`src/rtl/ngs_cfg_pkg.sv`:
```
// Shared configuration for the FPGA passive-serial loader: state encoding and parameter defaults.
package ngs_cfg_pkg;

   typedef enum logic [2:0] {
      ST_IDLE,
      ST_SHIFT,
      ST_TAIL,
      ST_DONE,
      ST_ERROR
   } ps_state_e;

   localparam int unsigned DCLK_DIV_DEF  = 2;
   localparam int unsigned TAIL_CLKS_DEF = 10;

   localparam logic [19:0] BYTECNT_MAX = 20'hFFFFF;

   function automatic logic [19:0] sat_inc20(input logic [19:0] v);
      return (v == BYTECNT_MAX) ? v : v + 20'd1;
   endfunction

endpackage

```
`src/rtl/ps_fifo2.sv`:
```
// Two-entry byte FIFO with synchronous flush; push while full and pop while empty are ignored.
module ps_fifo2 (
   input  logic       clk,
   input  logic       rst,
   input  logic       flush,
   input  logic       push,
   input  logic       pop,
   input  logic [7:0] din,
   output logic [7:0] dout,
   output logic       full,
   output logic       empty
);

   logic [1:0][7:0] mem_q, mem_d;
   logic [1:0]      count_q, count_d;
   logic            rd_q, rd_d;
   logic            wr_q, wr_d;
   logic            push_ok, pop_ok;

   assign full  = (count_q == 2'd2);
   assign empty = (count_q == 2'd0);
   assign dout  = mem_q[rd_q];

   // Fullness is judged on the registered count, so a same-cycle pop never frees room for a push.
   assign push_ok = push & ~full;
   assign pop_ok  = pop & ~empty;

   always_comb begin
      mem_d   = mem_q;
      count_d = count_q;
      rd_d    = rd_q;
      wr_d    = wr_q;
      if (flush) begin
         count_d = '0;
         rd_d    = 1'b0;
         wr_d    = 1'b0;
      end else begin
         if (push_ok) begin
            mem_d[wr_q] = din;
            wr_d        = ~wr_q;
         end
         if (pop_ok) begin
            rd_d = ~rd_q;
         end
         case ({push_ok, pop_ok})
            2'b10:   count_d = count_q + 2'd1;
            2'b01:   count_d = count_q - 2'd1;
            default: count_d = count_q;
         endcase
      end
   end

   always_ff @(posedge clk or posedge rst) begin
      if (rst) begin
         mem_q   <= '0;
         count_q <= '0;
         rd_q    <= 1'b0;
         wr_q    <= 1'b0;
      end else begin
         mem_q   <= mem_d;
         count_q <= count_d;
         rd_q    <= rd_d;
         wr_q    <= wr_d;
      end
   end

endmodule

```
`src/rtl/fpga_ps_loader.sv`:
```
// Passive-serial FPGA configuration loader fed by CPU byte writes through a 2-entry FIFO.
// Optional output bytecnt is present when FPGA_PS_LOADER_BYTECNT_EN is defined.
module fpga_ps_loader
   import ngs_cfg_pkg::*;
#(
   parameter int unsigned DCLK_DIV  = DCLK_DIV_DEF,
   parameter int unsigned TAIL_CLKS = TAIL_CLKS_DEF
) (
   input  logic        clkin,
   input  logic        coldres,
   input  logic        config_n,
   input  logic        status_n,
   input  logic        conf_done,
   input  logic        wr_stb,
   input  logic [7:0]  wr_data,
   output logic        dclk,
   output logic        data0,
   output logic        busy,
   output logic        ovf,
   output logic        err,
   output logic        done
`ifdef FPGA_PS_LOADER_BYTECNT_EN
   ,
   output logic [19:0] bytecnt
`endif
);

   localparam logic [3:0] DIV_RELOAD = 4'(DCLK_DIV - 1);
   localparam logic [4:0] TAIL_LAST  = 5'(TAIL_CLKS - 1);

   ps_state_e  state_q, state_d;
   logic [7:0] sr_q, sr_d;
   logic [2:0] bit_q, bit_d;
   logic [3:0] div_q, div_d;
   logic [4:0] tail_q, tail_d;
   logic       dclk_q, dclk_d;
   logic       data0_q, data0_d;
   logic       ovf_q, ovf_d;
   logic       err_q, err_d;
   logic       done_q, done_d;

   logic       fifo_flush, fifo_push, fifo_pop;
   logic [7:0] fifo_dout;
   logic       fifo_full, fifo_empty;

`ifdef FPGA_PS_LOADER_BYTECNT_EN
   logic [19:0] bytecnt_q, bytecnt_d;
   assign bytecnt = bytecnt_q;
`endif

   ps_fifo2 u_fifo (
      .clk   (clkin),
      .rst   (coldres),
      .flush (fifo_flush),
      .push  (fifo_push),
      .pop   (fifo_pop),
      .din   (wr_data),
      .dout  (fifo_dout),
      .full  (fifo_full),
      .empty (fifo_empty)
   );

   assign dclk  = dclk_q;
   assign data0 = data0_q;
   assign ovf   = ovf_q;
   assign err   = err_q;
   assign done  = done_q;
   assign busy  = fifo_full | ((state_q != ST_IDLE) & (state_q != ST_DONE));

   always_comb begin
      state_d    = state_q;
      sr_d       = sr_q;
      bit_d      = bit_q;
      div_d      = div_q;
      tail_d     = tail_q;
      dclk_d     = dclk_q;
      data0_d    = data0_q;
      ovf_d      = ovf_q;
      err_d      = err_q;
      done_d     = done_q;
      fifo_flush = 1'b0;
      fifo_push  = 1'b0;
      fifo_pop   = 1'b0;
`ifdef FPGA_PS_LOADER_BYTECNT_EN
      bytecnt_d  = bytecnt_q;
`endif

      if (!config_n) begin
         fifo_flush = 1'b1;
         state_d    = ST_IDLE;
         sr_d       = '0;
         bit_d      = '0;
         div_d      = '0;
         tail_d     = '0;
         dclk_d     = 1'b0;
         data0_d    = 1'b1;
         ovf_d      = 1'b0;
         err_d      = 1'b0;
         done_d     = 1'b0;
`ifdef FPGA_PS_LOADER_BYTECNT_EN
         bytecnt_d  = '0;
`endif
      end else begin
         if (wr_stb && (state_q != ST_DONE)) begin
            if (fifo_full) ovf_d = 1'b1;
            else           fifo_push = 1'b1;
         end

         case (state_q)
            ST_IDLE: begin
               if (conf_done) begin
                  state_d = ST_TAIL;
                  tail_d  = '0;
                  div_d   = DIV_RELOAD;
                  dclk_d  = 1'b0;
                  data0_d = 1'b1;
               end else if (!fifo_empty) begin
                  fifo_pop = 1'b1;
                  state_d  = ST_SHIFT;
                  sr_d     = fifo_dout;
                  data0_d  = fifo_dout[0];
                  bit_d    = '0;
                  div_d    = DIV_RELOAD;
                  dclk_d   = 1'b0;
               end
            end

            ST_SHIFT: begin
               if (!status_n) begin
                  state_d = ST_ERROR;
                  err_d   = 1'b1;
                  dclk_d  = 1'b0;
               end else if (div_q != 4'd0) begin
                  div_d = div_q - 4'd1;
               end else begin
                  div_d = DIV_RELOAD;
                  if (!dclk_q) begin
                     dclk_d = 1'b1;
                  end else if (bit_q != 3'd7) begin
                     dclk_d  = 1'b0;
                     bit_d   = bit_q + 3'd1;
                     sr_d    = {1'b0, sr_q[7:1]};
                     data0_d = sr_q[1];
                  end else begin
                     // Byte boundary: conf_done wins over a queued byte.
                     dclk_d = 1'b0;
                     bit_d  = '0;
`ifdef FPGA_PS_LOADER_BYTECNT_EN
                     bytecnt_d = sat_inc20(bytecnt_q);
`endif
                     if (conf_done) begin
                        state_d = ST_TAIL;
                        tail_d  = '0;
                        data0_d = 1'b1;
                     end else if (!fifo_empty) begin
                        fifo_pop = 1'b1;
                        sr_d     = fifo_dout;
                        data0_d  = fifo_dout[0];
                     end else begin
                        state_d = ST_IDLE;
                     end
                  end
               end
            end

            ST_TAIL: begin
               data0_d = 1'b1;
               if (!status_n) begin
                  state_d = ST_ERROR;
                  err_d   = 1'b1;
                  dclk_d  = 1'b0;
               end else if (div_q != 4'd0) begin
                  div_d = div_q - 4'd1;
               end else begin
                  div_d = DIV_RELOAD;
                  if (!dclk_q) begin
                     dclk_d = 1'b1;
                  end else if (tail_q == TAIL_LAST) begin
                     dclk_d  = 1'b0;
                     state_d = ST_DONE;
                     done_d  = 1'b1;
                  end else begin
                     dclk_d = 1'b0;
                     tail_d = tail_q + 5'd1;
                  end
               end
            end

            ST_DONE: begin
               dclk_d  = 1'b0;
               data0_d = 1'b1;
            end

            ST_ERROR: begin
               dclk_d = 1'b0;
            end

            default: begin
               state_d = ST_IDLE;
               dclk_d  = 1'b0;
            end
         endcase
      end
   end

   always_ff @(posedge clkin or posedge coldres) begin
      if (coldres) begin
         state_q   <= ST_IDLE;
         sr_q      <= '0;
         bit_q     <= '0;
         div_q     <= '0;
         tail_q    <= '0;
         dclk_q    <= 1'b0;
         data0_q   <= 1'b1;
         ovf_q     <= 1'b0;
         err_q     <= 1'b0;
         done_q    <= 1'b0;
`ifdef FPGA_PS_LOADER_BYTECNT_EN
         bytecnt_q <= '0;
`endif
      end else begin
         state_q   <= state_d;
         sr_q      <= sr_d;
         bit_q     <= bit_d;
         div_q     <= div_d;
         tail_q    <= tail_d;
         dclk_q    <= dclk_d;
         data0_q   <= data0_d;
         ovf_q     <= ovf_d;
         err_q     <= err_d;
         done_q    <= done_d;
`ifdef FPGA_PS_LOADER_BYTECNT_EN
         bytecnt_q <= bytecnt_d;
`endif
      end
   end

endmodule

```
`config.mk`:
```
export PLATFORM = sky130hd
export DESIGN_NAME = fpga_ps_loader
export DESIGN_NICKNAME = d
export VERILOG_FILES = /design/src/rtl/ngs_cfg_pkg.sv /design/src/rtl/ps_fifo2.sv /design/src/rtl/fpga_ps_loader.sv
export SDC_FILE = /design/constraint.sdc
export NUM_CORES = 1
export LEC_CHECK = 0
export ABC_AREA = 1
export BUFFER_PORTS_ARGS = -buffer_cell sky130_fd_sc_hd__buf_2
export CORE_MARGIN = 2
export CORE_UTILIZATION = 50
export DETAILED_ROUTE_END_ITERATION = 8
export PLACE_DENSITY = 0.68
export SETUP_SLACK_MARGIN = 0.3
export SLEW_MARGIN = 0
export SYNTH_ARGS = -nofsm -noshare
export SYNTH_HDL_FRONTEND = slang
export SYNTH_SLANG_ARGS = --single-unit
```
`constraint.sdc`:
```
create_clock -name clkin -period 2.1 [get_ports clkin]
set_input_delay 0.315 -clock clkin [delete_from_list [all_inputs] [get_ports clkin]]
set_output_delay 0.315 -clock clkin [all_outputs]
set_load 0.02 [all_outputs]
```
==> out/qor.tcl, run 1 <==
set qor(outcome) {finished, final reports clean}
set qor(path_class) {reg -> out}
set qor(die_w_um) 78.5
set qor(vias_in_the_first_global_route) 2190
set qor(timing.final.crit_period_ps) 1690
set qor(postLayoutCellArea_sq_um) 3130
set qor(timing.critical_path.from_type) {register}
set qor(die_h_um) 78.5
set qor(layout-drive-gt1-share_pct) 22.5
set qor(nets) 384
set qor(die-area_sq_um) 6160
set qor(synth.avg_cell_area_sq_um) 8.21
set qor(tritoncts) {yes}
set qor(area.growth.synth_to_final_pct) 12.8
set qor(place.port_buffers) 19
set qor(initial_utilization_pct) 51.0
set qor(finalHoldViolations) 0
set qor(placementRows) 27
set qor(critical_path.n_buffers_inverters) 2
set qor(worst_hold_class) {in -> async}
set qor(r2r_end) {tail_q[4]$_DFFE_PP0P_}
set qor(diodes) 0
set qor(post-layout-total-power_uw) 3890
set qor(power_frac_seq_pct) 36.4
set qor(cp.arrival_ps) 1370
set qor(synthesis.area_sq_um) 2780
set qor(grt.total_usage_pct) 20.2
set qor(detail_route.drc_violations) 0
set qor(synth-async-reset-ratio_pct) 100
set qor(synth_warnings) 0
set qor(synth_top_area_cell) {sky130_fd_sc_hd__dfrtp_1}
set qor(peak_supply_drop_mv) 0.606
set qor(type_of_destination_of_the_critical_path) {output pin}
set qor(post_synth_most_frequent_cells) {83 x sky130_fd_sc_hd__nand2_1, 46 x sky130_fd_sc_hd__dfrtp_1, 34 x sky130_fd_sc_hd__inv_1, 32 x sky130_fd_sc_hd__nand3_1, 25 x sky130_fd_sc_hd__o21ai_0}
set qor(synth_area_leaders) {sky130_fd_sc_hd__dfrtp_1 41%, sky130_fd_sc_hd__nand2_1 11%, sky130_fd_sc_hd__nand3_1 5.8%}
set qor(timing.critical_path.max_delay_family) {flip-flops}
set qor(data_required_time_of_the_critical_path_ps) 1780
set qor(number_of_failing_setup_endpoints_in_the_final_timing_report) 0
set qor(dpl_cell_area_sq_um) 2950
set qor(share_comb_of_total_power_pct) 45.7
set qor(antenna_found_initial) 0
set qor(finalSetupTns_ps) 0
set qor(post_place_setup_slack_ps) 351
set qor(layout_setup_ws_ps) 414
set qor(drt_pre_antenna_iters) 4
set qor(worst-r2r-cell-count) 8
set qor(cell_internal_pwr_uw) 2280
set qor(reg2reg_setup_slack_ps) 420
set qor(cp_slowest_cell) {sky130_fd_sc_hd__dfrtp_2}
set qor(reg_to_reg_startpoint) {state_q[1]$_DFFE_PP0P_}
set qor(dp.final_hpwl_mm) 4.15
set qor(ioPinCount) 20
set qor(via_per_inst) 5.24
set qor(grt-ovfl-total) 0
set qor(achievable-frequency_mhz) 593
set qor(register_area_share_after_synthesis_pct) 42.4
set qor(postRouteWirelength_mm) 5.69
set qor(crit_path_max_fanout) 6
set qor(grt_setup_unrepaired) {yes}
set qor(postSynthCellCount) 338
set qor(synthesis.nets) 358
set qor(p_leak_uw) 0.00153
set qor(clk_transition_reported_paths_ps) 80
set qor(net-switching-power_uw) 1610
set qor(yosysMostFrequentCell) {sky130_fd_sc_hd__nand2_1}
set qor(grt_pass1_wl_mm) 9.89
set qor(detail_route.iter0.violations) 126
set qor(netSwitchingFraction_pct) 41.5
set qor(cts_max_level) 2
set qor(worst_skew_pair.late_latency_ps) 310
set qor(slew-limit-headroom_pct) 65.6
set qor(globalplace.congestion) 0.803
set qor(synth.top_cell.area_share_pct) 41.5
set qor(clock_tree.root_cell) {sky130_fd_sc_hd__clkbuf_8}
set qor(wl_per_cell_um) 13.0
set qor(number_of_synthesized_flops_with_an_enable_pin) 0
set qor(ys_dominant_reg_cell) {sky130_fd_sc_hd__dfrtp_1}
set qor(final.setup_skew_ps) 14.8
set qor(p_clk_share_pct) 17.8
set qor(postCtsHoldBufs) 0
set qor(cts_buffers) 5
set qor(final_min_period_over_clock_period_pct) 80.3
set qor(cp_cell_sequence) {inv_1 > nand2_2 > nor2_4 > o21ai_0 > buf_2}
set qor(vias) 2289
set qor(pwr_density_cell_nw_per_um2) 1240
set qor(cap_viol_max_count) 0
set qor(antenna_left) 0
set qor(synth_cell_type_count) 41
set qor(synth_seq_cells) 47
set qor(core-area_sq_um) 5440
set qor(clockBufferDepth) 2
set qor(largest_net_degree_at_the_start_of_global_routing) 26
set qor(actual_transition_at_the_worst_max_transition_pin_ps) 516
set qor(tritoncts_num_sinks) 47
set qor(max_slew_violation_count) 0
set qor(max_stage_delay_ps) 460
[layout make-up]
cell class | instances | area (sq um)
well taps | 72 | 90.1
clock buffers | 6 | 82.6
fillers | 502 | 2310
repair buffers | 26 | 160
flip-flops and latches | 47 | 1180
inverters | 40 | 153
multi-input cells | 244 | 1430
clock inverters | 2 | 35.0
[cell families after synthesis]
| kind of cell | after synthesis | share of synthesized area (%) |
|---|---|---|
| mux | 7 | 3.79 |
| flops | 47 | 42.4 |
| buf+inv | 48 | 7.17 |
| simple gates | 166 | 29.8 |
| fa+ha+maj | 6 | 2.70 |
| xor+xnor | 2 | 0.631 |
| compound gates | 62 | 13.5 |
[power by group through the flow]
| stage | clock [uW] | sequential [uW] | combinational (uW) |
|---|---|---|---|
| after global placement | 0 | 1420 | 1640 |
| after global routing | 743 | 1460 | 2020 |
| after detailed placement | 0 | 1430 | 1680 |
| final | 695 | 1420 | 1780 |
| after CTS | 705 | 1410 | 1690 |
| after floorplan | 0 | 1410 | 1340 |
[how the worst max path moves through the flow]
stage                           start                    end  slack, ps  cells after the start
2_1_floorplan    div_q[0]$_DFFE_PP0P_    sr_q[1]$_DFFE_PP0P_        570                     10
3_3_place_gp     div_q[0]$_DFFE_PP0P_   bit_q[0]$_DFFE_PP0P_        430                      9
3_5_place_dp     div_q[0]$_DFFE_PP0P_   bit_q[1]$_DFFE_PP0P_        350                      8
4_1_cts        state_q[1]$_DFFE_PP0P_                   busy        320                      5
5_1_grt        state_q[2]$_DFFE_PP0P_  tail_q[3]$_DFFE_PP0P_        280                      8
6_report       state_q[1]$_DFFE_PP0P_                   busy        410                      5
[metrics by stage]
step                      hold slack, ps  utilization (%)  std cells
after floorplan                      432                -        338
after global placement               384             54.2        424
after detailed placement             385             54.2        424
after CTS                           54.2             56.4        432
after global routing                76.4             57.6        437
final                               35.5             57.6        437
[timing repair]
| action | 4_1_cts | 5_1_grt |
|---|---|---|
| setup endpoints to repair | 0 | 17 |
| resized for setup | 0 | 10 |
| hold endpoints to repair | 0 | 0 |
| buffers inserted | 0 | 4 |
[sequential cells by signal (all words and copies together) (netlist names), 2 cells and up]
signal / cells
sr_q: 7
u_fifo.count_q: 2
tail_q: 5
div_q: 4
state_q: 3
bit_q: 3
u_fifo.mem_q: 16
[layout by cell type (no fill, tap or decap), drive strengths merged]
cell type / n
nand3: 34
o21ai: 35
or2: 2
nor4: 1
a31oi: 2
nor2: 24
dfrtp: 46
clkbuf: 6
xor2: 2
o31ai: 1
a22oi: 2
a21oi: 5
nand3b: 1
inv: 39
dfstp: 1
buf: 26
nand2: 92
mux2: 7
a211oi: 1
bufinv: 1
nand4: 8
ha: 6
clkinv: 2
o211ai: 14
nor3: 3
nor3b: 2
o21bai: 2
[worst reg2reg max path, stage by stage (launching register included)]
cell,delay (ps)
sky130_fd_sc_hd__dfrtp_2,460
sky130_fd_sc_hd__inv_1,110
sky130_fd_sc_hd__nand2_2,100
sky130_fd_sc_hd__nand2_1,240
sky130_fd_sc_hd__a21oi_1,140
sky130_fd_sc_hd__nor3_2,280
sky130_fd_sc_hd__nand2_2,130
sky130_fd_sc_hd__nand2_1,80
sky130_fd_sc_hd__o21ai_1,50
[per-layer routing]
layer  routed length [um]  track usage [%]
met5                    0                0
met4                   51             6.32
met3                  212             3.56
met2                 2620             31.8
met1                 2800             28.3
Power figures use the tool's default switching activity.
==> run 2, diff against run 1 <==
PLACE_DENSITY = 0.71   (was 0.68)
clock period = 1.5 ns   (was 2.1 ns; I/O delays follow)
==> run 2 against run 1 <==
Net effect: combinational power increased by 120%; critical path type is now reg -> reg; register-to-register slack got worse by 550 ps; sequential power is 40% higher; worst hold slack better by 100 ps; largest cell class unchanged; the flow now finishes with violations (negative setup slack); routed wire length is 36% higher; clock skew shrank 7.5 ps.
==> out/qor.tcl, run 2 (synthesis gave the netlist of run 1 again) <==
set qor(cap_viol_max_count) 0
set qor(timing.final.crit_period_ps) 1630
set qor(worst_hold_path.num_cells) 3
set qor(clock_tree.root_cell) {sky130_fd_sc_hd__clkbuf_8}
set qor(clockBufferDepth) 2
set qor(die-area_sq_um) 6160
set qor(clk_transition_reported_paths_ps) 90
set qor(reg_to_reg_startpoint) {state_q[1]$_DFFE_PP0P_}
set qor(p_leak_uw) 0.00192
set qor(slew-limit-headroom_pct) 70.2
set qor(antenna_found_initial) 0
set qor(final_cell_mix) {71 x sky130_fd_sc_hd__nand2_1, 55 x sky130_fd_sc_hd__buf_4, 44 x sky130_fd_sc_hd__dfrtp_1, 27 x sky130_fd_sc_hd__inv_1, 25 x sky130_fd_sc_hd__o21ai_1}
set qor(path_class) {reg -> reg}
set qor(cts_max_level) 2
set qor(initial_utilization_pct) 51.0
set qor(detail_route.iter0.violations) 153
set qor(largest_registers) {u_fifo.mem_q: 16 flops, sr_q: 7 flops, tail_q: 5 flops}
set qor(final_common_cell) {sky130_fd_sc_hd__nand2_1}
set qor(die_h_um) 78.5
set qor(largest_register_ffs) 16
set qor(cell_internal_pwr_uw) 3830
set qor(netSwitchingFraction_pct) 42.8
set qor(grt_pass1_wl_mm) 11.5
set qor(area.growth.synth_to_final_pct) 41.3
set qor(final.setup_skew_ps) 7.30
set qor(tritoncts) {yes}
set qor(cp_slowest_cell) {sky130_fd_sc_hd__dfrtp_2}
set qor(nets) 447
set qor(violations_in_the_final_reports) {negative setup slack}
set qor(core-area_sq_um) 5440
set qor(tritoncts_num_sinks) 47
set qor(grt.total_usage_pct) 23.5
set qor(worst_skew_pair.late_latency_ps) 300
set qor(reg2reg_setup_slack_ps) -130
set qor(pwr_density_cell_nw_per_um2) 1710
set qor(crit_path_max_fanout) 6
set qor(worst_hold_class) {in -> reg}
set qor(number_of_failing_setup_endpoints_in_the_final_timing_report) 29
set qor(share_comb_of_total_power_pct) 58.0
set qor(outcome) {complete, but fails checks}
set qor(antenna_left) 0
set qor(p_clk_share_pct) 12.3
set qor(cp_cell_sequence) {buf_6 > nor2_2 > nand2_2 > clkinv_4 > nand2_1 > a21oi_1 > nor2_2 > nand3_2 > nand2_1 > nand2_1}
set qor(utilization_pct) 72.1
set qor(post-layout-total-power_uw) 6700
set qor(hold_path_end) {u_fifo.mem_q[7]$_DFFE_PP0P_}
set qor(largest_net_degree_at_the_start_of_global_routing) 20
set qor(max_stage_delay_ps) 460
set qor(achievable-frequency_mhz) 615
set qor(power_frac_seq_pct) 29.7
set qor(placementRows) 27
set qor(ioPinCount) 20
set qor(wl_per_cell_um) 15.5
set qor(peak_supply_drop_mv) 1.07
set qor(globalplace.congestion) 0.855
set qor(cp.arrival_ps) 1870
set qor(grt-ovfl-total) 0
set qor(detail_route.drc_violations) 0
set qor(die_w_um) 78.5
set qor(r2r_end) {state_q[1]$_DFFE_PP0P_}
set qor(cts_buffers) 5
set qor(layout-drive-gt1-share_pct) 43.2
set qor(hold_start) {wr_data[7]}
set qor(dp.final_hpwl_mm) 4.88
set qor(diodes) 0
set qor(worst-r2r-cell-count) 10
set qor(vias) 2685
set qor(actual_transition_at_the_worst_max_transition_pin_ps) 446
set qor(drt_pre_antenna_iters) 5
set qor(type_of_destination_of_the_critical_path) {register}
set qor(net-switching-power_uw) 2870
set qor(critPathMostFrequentCell) {sky130_fd_sc_hd__nand2_1}
set qor(fin_hold_ws_ps) 140
set qor(layout_setup_ws_ps) -126
set qor(place.port_buffers) 19
set qor(max_slew_violation_count) 0
set qor(postRouteWirelength_mm) 7.76
set qor(via_per_inst) 5.37
set qor(data_required_time_of_the_critical_path_ps) 1740
set qor(final_min_period_over_clock_period_pct) 108
set qor(timing.critical_path.from_type) {register}
set qor(vias_in_the_first_global_route) 2546
set qor(finalHoldViolations) 0
set qor(grt_setup_unrepaired) {yes}
set qor(register_with_the_most_flip_flops) {u_fifo.mem_q}
-- run 2: cell types whose count changed in the layout (fill, tap and decap cells not counted), sizes merged --
cell / before / now
buf: 26 / 85
clkinvlp: 0 / 2
inv: 39 / 37
bufinv: 1 / 0
clkbuf: 6 / 7
clkinv: 2 / 3
dlygate4sd3: 0 / 1
nand2: 92 / 93
nor2: 24 / 25
-- run 2: what timing repair did --
item                                   4_1_cts  5_1_grt
endpoints found under the hold margin       14        0
setup buffers                               12       13
gates resized for setup                     37       38
hold buffers                                 1        0
setup endpoints to repair                   48       49
pin swaps                                    9       25
gates cloned                                 2        2
-- run 2: worst max-delay path: cells and delay by family, from the launching register on --
kind,cells,cell delay (ps)
buffers and inverters,2,260
AND/OR/NAND/NOR,7,630
AO/OA/AOI/OAI,1,200
flip-flops,1,460
-- run 2: how the worst max path moves through the flow --
stage / from / end / slack [ps] / cells past startpoint
global route: bit_q[1]$_DFFE_PP0P_ / u_fifo.count_q[0]$_DFFE_PP0P_ / -190 / 9
finish: state_q[1]$_DFFE_PP0P_ / state_q[1]$_DFFE_PP0P_ / -130 / 10
global placement: state_q[1]$_DFFE_PP0P_ / div_q[1]$_DFFE_PP0P_ / -60 / 8
floorplan: div_q[0]$_DFFE_PP0P_ / sr_q[2]$_DFFE_PP0P_ / 40 / 10
CTS: state_q[2]$_DFFE_PP0P_ / busy / -60 / 6
detailed placement: state_q[1]$_DFFE_PP0P_ / div_q[1]$_DFFE_PP0P_ / -80 / 8
-- run 2: layer usage --
metal  vias to the layer above  track usage, %  wire, um
met5                         -               0         0
met4                         0            6.84       103
met3                        10            4.25       263
met2                        73            40.1      4040
met1                      1290            30.5      3350
li1                       1312               -         -
-- run 2: power groups by stage --
stage / Clock [uW] / Combinational (uW) / Sequential, uW
2_1_floorplan: 0 / 2000 / 1990
3_3_place_gp: 0 / 2930 / 1980
4_1_cts: 836 / 3410 / 1980
3_5_place_dp: 0 / 3000 / 2000
6_report: 825 / 3890 / 1990
5_1_grt: 879 / 4220 / 2040
-- run 2: cell type report --
| class | instances | area, sq um |
|---|---|---|
| multi-input combinational | 246 | 1680 |
| fill | 400 | 1520 |
| sequential | 47 | 1180 |
| timing repair buffer | 87 | 706 |
| inverter | 40 | 164 |
| tap | 72 | 90.1 |
| clock buffer | 6 | 82.6 |
| clock inverter | 2 | 16.3 |
-- run 2: stage by stage --
step           worst slack (ps)  area [sq um]  instances  TNS (ps)
2_1_floorplan              43.9          2850        338         0
3_3_place_gp              -57.1          3320        462      -162
3_5_place_dp              -75.5          3320        462      -445
4_1_cts                   -59.8          3650        485      -358
5_1_grt                    -195          3920        500     -4840
6_report                   -126          3920        500     -2000
